===== src/rtl/tetris_pkg.sv =====
// Shared piece definitions for the Tetris randomizer blocks: code width, empty-slot
// marker, piece enum and the Galois feedback masks used by the random source.
package tetris_pkg;

  localparam int NUM_PIECES_DEFAULT = 7;
  localparam int PIECE_W_DEFAULT    = 3;

  typedef logic [PIECE_W_DEFAULT-1:0] piece_t;

  localparam piece_t PIECE_NONE = '1;

  typedef enum logic [PIECE_W_DEFAULT-1:0] {
    PIECE_I = 3'd0,
    PIECE_O = 3'd1,
    PIECE_T = 3'd2,
    PIECE_S = 3'd3,
    PIECE_Z = 3'd4,
    PIECE_J = 3'd5,
    PIECE_L = 3'd6
  } piece_code_e;

  // Right-shifting Galois mask: bit k set means polynomial term x^(k+1).
  function automatic logic [31:0] galois_taps(input int width);
    case (width)
      4:       return 32'h0000_000C;
      8:       return 32'h0000_00B8;
      24:      return 32'h00E1_0000;
      32:      return 32'h8020_0003;
      default: return 32'h0000_B400;
    endcase
  endfunction

endpackage


===== src/rtl/piece_bag_queue_lfsr.sv =====
// Maximal-length Galois LFSR that advances every cycle, with an optional
// synchronous load (a zero load value is replaced by 1 to avoid lock-up).
module lfsr
  import tetris_pkg::*;
#(
  parameter int               WIDTH = 16,
  parameter logic [WIDTH-1:0] SEED  = 16'hACE1
) (
  input  logic             clk,
  input  logic             nreset,
  input  logic             load,
  input  logic [WIDTH-1:0] load_val,
  output logic [WIDTH-1:0] q
);

  localparam logic [WIDTH-1:0] TAPS = WIDTH'(galois_taps(WIDTH));
  localparam logic [WIDTH-1:0] ONE  = {{(WIDTH-1){1'b0}}, 1'b1};

  logic [WIDTH-1:0] state_q, state_d;

  always_comb begin
    state_d = {1'b0, state_q[WIDTH-1:1]} ^ (state_q[0] ? TAPS : '0);
    if (load) begin
      state_d = (load_val == '0) ? ONE : load_val;
    end
  end

  always_ff @(posedge clk or negedge nreset) begin
    if (!nreset) begin
      state_q <= SEED;
    end else begin
      state_q <= state_d;
    end
  end

  assign q = state_q;

endmodule


===== src/rtl/piece_bag_queue.sv =====
// 7-bag piece randomizer feeding a FIFO preview queue. Define BAG_SEED_LOAD_EN
// to add the seed_load/seed ports for run-time reseeding of the random source.
module piece_bag_queue
  import tetris_pkg::*;
#(
  parameter int                NUM_PIECES = NUM_PIECES_DEFAULT,
  parameter int                PIECE_W    = PIECE_W_DEFAULT,
  parameter int                DEPTH      = 5,
  parameter int                LFSR_W     = 16,
  parameter logic [LFSR_W-1:0] SEED       = 16'hACE1
) (
  input  logic                         clk,
  input  logic                         nreset,
  input  logic                         flush,
  input  logic                         pop,
`ifdef BAG_SEED_LOAD_EN
  input  logic                         seed_load,
  input  logic [LFSR_W-1:0]            seed,
`endif
  output logic [PIECE_W-1:0]           head,
  output logic                         head_valid,
  output logic [DEPTH*PIECE_W-1:0]     preview,
  output logic [$clog2(DEPTH+1)-1:0]   count,
  output logic                         bag_wrap
);

  localparam int               CW        = $clog2(DEPTH+1);
  localparam logic [CW-1:0]    DEPTH_C   = CW'(DEPTH);
  localparam logic [PIECE_W-1:0] NONE_CODE = '1;

  logic [PIECE_W-1:0]    queue_q [DEPTH];
  logic [PIECE_W-1:0]    queue_d [DEPTH];
  logic [CW-1:0]         count_q, count_d;
  logic [NUM_PIECES-1:0] flags_q, flags_d;
  logic                  wrap_q, wrap_d;

  logic [LFSR_W-1:0]     lfsr_q;
  logic                  lfsr_load;
  logic [LFSR_W-1:0]     lfsr_load_val;
  logic                  lfsr_unused;

  logic [PIECE_W-1:0]    cand;
  logic [CW-1:0]         wr_idx;
  logic                  pop_acc, push, cand_ok;

`ifdef BAG_SEED_LOAD_EN
  assign lfsr_load     = seed_load;
  assign lfsr_load_val = seed;
`else
  assign lfsr_load     = 1'b0;
  assign lfsr_load_val = '0;
`endif

  lfsr #(
    .WIDTH (LFSR_W),
    .SEED  (SEED)
  ) u_lfsr (
    .clk      (clk),
    .nreset   (nreset),
    .load     (lfsr_load),
    .load_val (lfsr_load_val),
    .q        (lfsr_q)
  );

  assign cand        = lfsr_q[PIECE_W-1:0];
  assign lfsr_unused = ^lfsr_q[LFSR_W-1:PIECE_W];

  // Pop shifts the queue down first, so a same-cycle push lands one slot lower.
  always_comb begin
    pop_acc = pop && (count_q != '0) && !flush;
    cand_ok = (int'(cand) < NUM_PIECES) && !flags_q[cand];
    push    = !flush && cand_ok && ((count_q != DEPTH_C) || pop_acc);
    wr_idx  = count_q - CW'(pop_acc);

    for (int i = 0; i < DEPTH; i++) queue_d[i] = queue_q[i];
    if (pop_acc) begin
      for (int i = 0; i < DEPTH-1; i++) queue_d[i] = queue_q[i+1];
      queue_d[DEPTH-1] = NONE_CODE;
    end
    if (push) queue_d[wr_idx] = cand;

    count_d = count_q - CW'(pop_acc) + CW'(push);

    flags_d = flags_q;
    wrap_d  = 1'b0;
    if (push) begin
      flags_d[cand] = 1'b1;
      if (&flags_d) begin
        flags_d = '0;
        wrap_d  = 1'b1;
      end
    end

    if (flush) begin
      for (int i = 0; i < DEPTH; i++) queue_d[i] = NONE_CODE;
      count_d = '0;
      flags_d = '0;
      wrap_d  = 1'b0;
    end
  end

  always_ff @(posedge clk or negedge nreset) begin
    if (!nreset) begin
      for (int i = 0; i < DEPTH; i++) queue_q[i] <= NONE_CODE;
      count_q <= '0;
      flags_q <= '0;
      wrap_q  <= 1'b0;
    end else begin
      queue_q <= queue_d;
      count_q <= count_d;
      flags_q <= flags_d;
      wrap_q  <= wrap_d;
    end
  end

  always_comb begin
    preview = '0;
    for (int i = 0; i < DEPTH; i++) preview[i*PIECE_W +: PIECE_W] = queue_q[i];
  end

  assign head       = queue_q[0];
  assign head_valid = (count_q != '0);
  assign count      = count_q;
  assign bag_wrap   = wrap_q;

endmodule


===== config.mk =====
export PLATFORM = sky130hd
export DESIGN_NAME = piece_bag_queue
export DESIGN_NICKNAME = d
export VERILOG_FILES = /design/src/rtl/tetris_pkg.sv /design/src/rtl/piece_bag_queue_lfsr.sv /design/src/rtl/piece_bag_queue.sv
export SDC_FILE = /design/constraint.sdc
export NUM_CORES = 1
export LEC_CHECK = 0
export BUFFER_PORTS_ARGS = -buffer_cell sky130_fd_sc_hd__buf_2
export CAP_MARGIN = 20
export CORE_UTILIZATION = 60
export CTS_BUF_LIST = sky130_fd_sc_hd__clkbuf_16
export DETAILED_ROUTE_END_ITERATION = 12
export PLACE_DENSITY = 0.82
export SYNTH_ARGS = -nofsm -noshare
export SYNTH_HDL_FRONTEND = slang
export SYNTH_SLANG_ARGS = --single-unit
export TNS_END_PERCENT = 30

===== constraint.sdc =====
create_clock -name clk -period 5.7 [get_ports clk]
set_clock_uncertainty 0.1 [all_clocks]
set_input_delay 1.425 -clock clk [delete_from_list [all_inputs] [get_ports clk]]
set_output_delay 1.425 -clock clk [all_outputs]
set_load 0.02 [all_outputs]

==> results of run 1 <==
==> power by group <==
| group | leakage [nW] | switching (mW) | total [mW] | internal (mW) |
|---|---|---|---|---|
| Clock | 0.0750 | 0.110 | 0.271 | 0.160 |
| Combinational | 0.570 | 0.263 | 0.449 | 0.186 |
| Sequential | 0.503 | 0.0464 | 0.434 | 0.388 |
==> registers in the layout (all words and copies together), names as in the netlist <==
| signal | flops |
|---|---|
| count | 3 |
| flags_q | 7 |
| bag_wrap | 1 |
| head | 3 |
| u_lfsr.q | 16 |
| preview | 12 |
==> per-stage QoR <==
stage / utilization (%) / cell area (um^2) / hold slack (ns) / std cells / total power [mW]
after floorplan: - / 2200 / 0.231 / 174 / 0.777
after global placement: 67.2 / 2300 / 0.237 / 231 / 0.865
after detailed placement: 67.2 / 2300 / 0.237 / 231 / 0.882
after CTS: 71.4 / 2440 / 0.251 / 239 / 1.16
after global routing: 71.4 / 2440 / 0.258 / 239 / 1.21
final: 71.4 / 2440 / 0.251 / 239 / 1.15
==> logic make-up (layout without fill, tap and decap cells) <==
| family | after synthesis | after routing |
|---|---|---|
| flip-flops | 42 | 42 |
| AND/OR/NAND/NOR | 49 | 49 |
| XOR/XNOR | 5 | 5 |
| adder cells (fa/ha/maj) | 4 | 4 |
| buffers and inverters | 21 | 40 |
| AO/OA/AOI/OAI | 34 | 34 |
| multiplexers | 19 | 19 |
==> per-layer routing <==
metal | vias up | part of all wire, % | GRT usage, %
met5 | - | 0 | 0
li1 | 682 | - | -
met2 | 46 | 51 | 44.3
met1 | 756 | 41 | 29.8
met3 | 15 | 3.9 | 6.39
met4 | 0 | 3.5 | 13.4
==> placed cells by master, fill, tap and decap left out, types with 2 or more instances in the layout <==
cell and instances:
or3_1 3, mux2_4 9, nor2_1 3, a41oi_1 7, dfstp_2 23, o211ai_1 2, ha_1 4, mux2i_1 5
nor2b_1 7, mux2_2 5, and2_1 4, nor3_1 4, dfrtp_1 19, nand4_2 2, xor2_1 4, buf_2 26
clkbuf_16 5, a211oi_1 11, a31oi_1 2, inv_1 7, nand2_1 3, a211o_1 8, nand4_4 3, and3_1 13
==> cell type report <==
class,instances,area share (%)
sequential,42,44.3
multi-input combinational,111,41.3
timing repair buffer,26,5.34
clock buffer,5,5.13
tap,46,2.36
inverter,6,0.924
clock inverter,3,0.718
==> how the worst max path moves through the flow <==
stage | end | depth (start not counted)
after floorplan | preview[12] | 10
after global placement | preview[12] | 10
after detailed placement | preview[12] | 10
after CTS | preview[12] | 10
after global routing | preview[12] | 10
final | preview[12] | 10
==> results.cfg, run 1 <==
[run_status]
status = complete, no violations

[clock_tree]
cts_tree = built
clockRootBuffer = clkbuf_16
ctsResizeCount = 0
clk_pin_slew_ns = 0.06
clk_path_buf_depth = 2
cts_max_level = 2
cts_inserted_buffers = 5
ctsHoldBuffers = 0
cts_setup_buffers = 0
clk_latency_ns = 0.28
clock-sinks = 42

[yosys]
synth_xor_area_share_pct = 1.99
synth_cells = 174
synthArstFlopShare_pct = 100
synth_mux_area_share_pct = 11.0
synthTopCellsByArea = dfstp_2, dfrtp_1, mux2_4, a211oi_1, and3_1
synth_common_cells = dfstp_2, dfrtp_1, and3_1
ys_ff_latch = 42
synth_compound_area_share_pct = 14.0
synth_top_cell_by_area = dfstp_2
synth_edf_count = 0
synth_area_mm2 = 0.00220
synth-warning-count = 0
syn_nets = 182
synth_fa_ha_area_share_pct = 2.28
synth.avg_cell_area_um2 = 12.6
synth_cell_types = 39
synth_top_family_by_area = simple AND/OR/NAND/NOR gates
synth.yosys.seq_area_share_pct = 49.1
synth_most_common_cell = dfstp_2
yosysTopAreaCellShare_pct = 27.5
synth_ff_type = dfstp_2
synth-simple-area-share_pct = 16.5

[worst_setup_path]
crit_buf_inv = 2
crit_start = flush
r2r-start = count[0]
cp_top_family = simple AND/OR/NAND/NOR gates
cp_cell_sequence = buf_2, nor2b_1, nand2_1, inv_1, ha_1, ha_1, xor2_1, nor2b_1, nand4_4, mux2_4
slowest_stage = nor2b_1
worstSetupStartpointType = input port
crit_arrival_ns = 4.49
timing_worst_setup_path_type = in2reg
max_stage_delay_ns = 0.57
path_max_fanout = 27
worstPathRequired_ns = 5.81
ff2ff_setup_slack_ns = 2.37
end_kind = register
ff2ff_path_depth = 9
timing.rr.end = preview[12]

[finish]
area_delta_synth_final_pct = 10.9
diodes = 0
multiInputGateArea_mm2 = 0.00101
nNetsFinal = 200
fill_cells = 228
drive_gt1_share_pct = 42.5
seq_area_mm2 = 0.00108

[global_route]
grt_max_degree = 43
grt_pass1_wl_um = 7670
first_global_vias = 1548
antenna_found_initial = 0
grt_remaining_overflow = 0
grtUsageTotal_pct = 25.9

[timing]
tightest_slew_ns = 0.873
fmax_ghz = 0.228
period_minus_slack_ns = 4.38
min_period_over_period_pct = 76.8
finalSetupTns_ns = 0
finalSetupViolCount = 0
report.final.hold_viol_count = 0
maxSlewHeadroom_pct = 41.8
rsz0062_at_grt = no
final_max_slew_viol_count = 0
worst_slack_ns = 1.32

[placement]
place_hpwl_um = 2880
io_buffers = 26
dp_slack_ns = 1.17
place.gp.congestion = 0.815

[die]
die_h_um = 62.5
io_pins = 27
rows = 21
core-area_mm2 = 0.00342
dieArea_mm2 = 0.00391
start_util_pct = 64.4
fp.dieW_um = 62.5

[routing]
drc = 0
drt-pass1-iter-count = 5
avgRoutedWirePerCell_um = 18.9
ant_nets = 0
drt_iter0_drc = 120
vias_per_cell = 6.27
wl_um = 4520
vias = 1499

[worst_hold_path]
hold_class = reg2reg
whs_endpoint = u_lfsr.q[6]
worst_hold_startpoint = u_lfsr.q[7]
holdPathStages = 0

[power]
max-vdd-ir-drop_v = 0.000165
leakage_nw = 1.15
power.density_mw_per_mm2 = 473

[job]
maxCapViolCount = 0
Note: power is estimated with default switching activity, not from simulation.
==> inputs of run 2 (changes only) <==
Settings changed: CORE_UTILIZATION 60 to 52, PLACE_DENSITY 0.82 to 0.75.
Clock period 5.7 ns to 3.9 ns, I/O delays scaled along.
==> run 2 against run 1 <==
Compared with the run above:
- first-iteration DRC count shrank 13%
- highest routed layer unchanged
- largest cell class unchanged
- routed wire length fell by 3.6%
- non-clock buffer count increased by 2
- largest power group unchanged
- worst setup slack got worse by 0.75 ns
- combinational power up 47%
==> results.cfg, run 2 (synthesis gave the netlist of run 1 again) <==
[placement]
place_hpwl_um = 2890
post-place-cells = 237
place.gp.congestion = 0.811
io_buffers = 26

[worst_setup_path]
r2r-start = u_lfsr.q[0]
ff2ff_path_depth = 6
timing_worst_setup_path_type = in2reg
timing.rr.end = count[1]
end_kind = register
ff2ff_setup_slack_ns = 0.80
crit_start = flush
worstPathRequired_ns = 4.01
path_max_fanout = 13
crit_arrival_ns = 3.45
worstSetupStartpointType = input port

[timing]
finalSetupTns_ns = 0
report.final.hold_viol_count = 0
fmax_ghz = 0.300
final_max_slew_viol_count = 0
tightest_slew_ns = 0.904
finalSetupViolCount = 0
rsz0062_at_grt = no
period_minus_slack_ns = 3.33
min_period_over_period_pct = 85.5
maxSlewHeadroom_pct = 39.7

[clock_tree]
cts_tree = built
cts_setup_buffers = 0
ctsResizeCount = 0
cts_inserted_buffers = 5
cts_max_level = 2
clk_pin_slew_ns = 0.06
clockRootBuffer = clkbuf_16
ctsHoldBuffers = 0
clk_path_buf_depth = 2
clk_latency_ns = 0.29
clock-sinks = 42

[global_route]
grtUsageMet1_pct = 24.5
antenna_found_initial = 0
grt.met2_usage_pct = 38.5
first_global_vias = 1475
grt.met3_usage_pct = 6.34
grtUsageTotal_pct = 22.0
grt_remaining_overflow = 0
grt_max_degree = 43
grt_pass1_wl_um = 7020
top_usage_layer = met2

[routing]
ant_nets = 0
drt-pass1-iter-count = 4
drc = 0
drt_iter0_drc = 105
vias = 1466
vias_per_cell = 5.98
avgRoutedWirePerCell_um = 17.8
wl_um = 4360

[finish]
fill_cells = 316
largest_register_ffs = 16
nNetsFinal = 202
final_cells = 245
diodes = 0
area_delta_synth_final_pct = 12.1
final_cell_mix = buf_2, dfstp_2, dfrtp_1
final_common_cell = buf_2
drive_gt1_share_pct = 43.6

[power]
sw_frac_of_total_pct = 36.7
power.density_mw_per_mm2 = 693
combPwrFrac_pct = 38.6
intPower_mw = 1.08
leakage_nw = 1.15
max-vdd-ir-drop_v = 0.000219
seqPwrFrac_pct = 36.8
pwr-share-clk_pct = 24.6
switching_power_mw = 0.628

[worst_hold_path]
whs_endpoint = u_lfsr.q[8]
holdPathStages = 0
hold_class = reg2reg
worst_hold_startpoint = u_lfsr.q[9]

[die]
dieArea_mm2 = 0.00449
fp.dieW_um = 67.0
start_util_pct = 54.6
die_h_um = 67.0
rows = 23
io_pins = 27
core-area_mm2 = 0.00403

[run_status]
status = complete, no violations

[job]
maxCapViolCount = 0
## run 2: changes by cell type in the layout (fill, tap and decap cells not counted)
cell,delta
buf_4,+2
clkinv_2,-1
inv_1,-1
clkinvlp_4,+1
inv_6,+1
## run 2: routing by layer
layer | vias up | routed length (um)
met3 | 7 | 166
li1 | 688 | -
met1 | 735 | 1860
met4 | 0 | 61
met5 | - | 0
met2 | 36 | 2270
## run 2: layout make-up
type / instances / area, um^2 / area share (%)
multi-input cells: 111 / 1010 / 40.8
flip-flops and latches: 42 / 1080 / 43.8
well taps: 50 / 62.6 / 2.54
repair buffers: 28 / 145 / 5.89
inverters: 6 / 22.5 / 0.913
clock buffers: 5 / 125 / 5.07
clock inverters: 3 / 25.0 / 1.01
## run 2: power by group through the flow
stage | Combinational, mW | Sequential (mW) | Clock, mW
global route | 0.710 | 0.642 | 0.446
floorplan | 0.406 | 0.730 | 0
detailed placement | 0.656 | 0.636 | 0
global placement | 0.639 | 0.630 | 0
finish | 0.659 | 0.630 | 0.421
CTS | 0.663 | 0.629 | 0.425
## run 2: through the flow
| stage | setup slack (ns) | cell area (um^2) | hold WS (ns) | utilization (%) | total power [mW] |
|---|---|---|---|---|---|
| after floorplan | 0.879 | 2200 | 0.231 | - | 1.14 |
| after global placement | 0.493 | 2320 | 0.238 | 57.5 | 1.27 |
| after detailed placement | 0.292 | 2320 | 0.238 | 57.5 | 1.29 |
| after CTS | 0.586 | 2470 | 0.250 | 61.2 | 1.72 |
| after global routing | 0.406 | 2470 | 0.263 | 61.2 | 1.80 |
| final | 0.566 | 2470 | 0.251 | 61.2 | 1.71 |
## run 2: critical path, stage by stage
cell and delay, ns:
buf_2 0.11, nor2b_1 0.55, nand2_1 0.15, inv_1 0.14, ha_1 0.18, ha_1 0.17
xor2_1 0.38, nor2b_1 0.29, nand4_4 0.16, mux2_4 0.34
## run 2: how the worst max path moves through the flow
stage	to	slack, ns	depth (start not counted)
2_1_floorplan	preview[12]	0.88	10
3_3_place_gp	preview[13]	0.49	10
3_5_place_dp	preview[13]	0.29	10
4_1_cts	preview[13]	0.59	10
5_1_grt	preview[13]	0.41	10
6_report	preview[13]	0.57	10
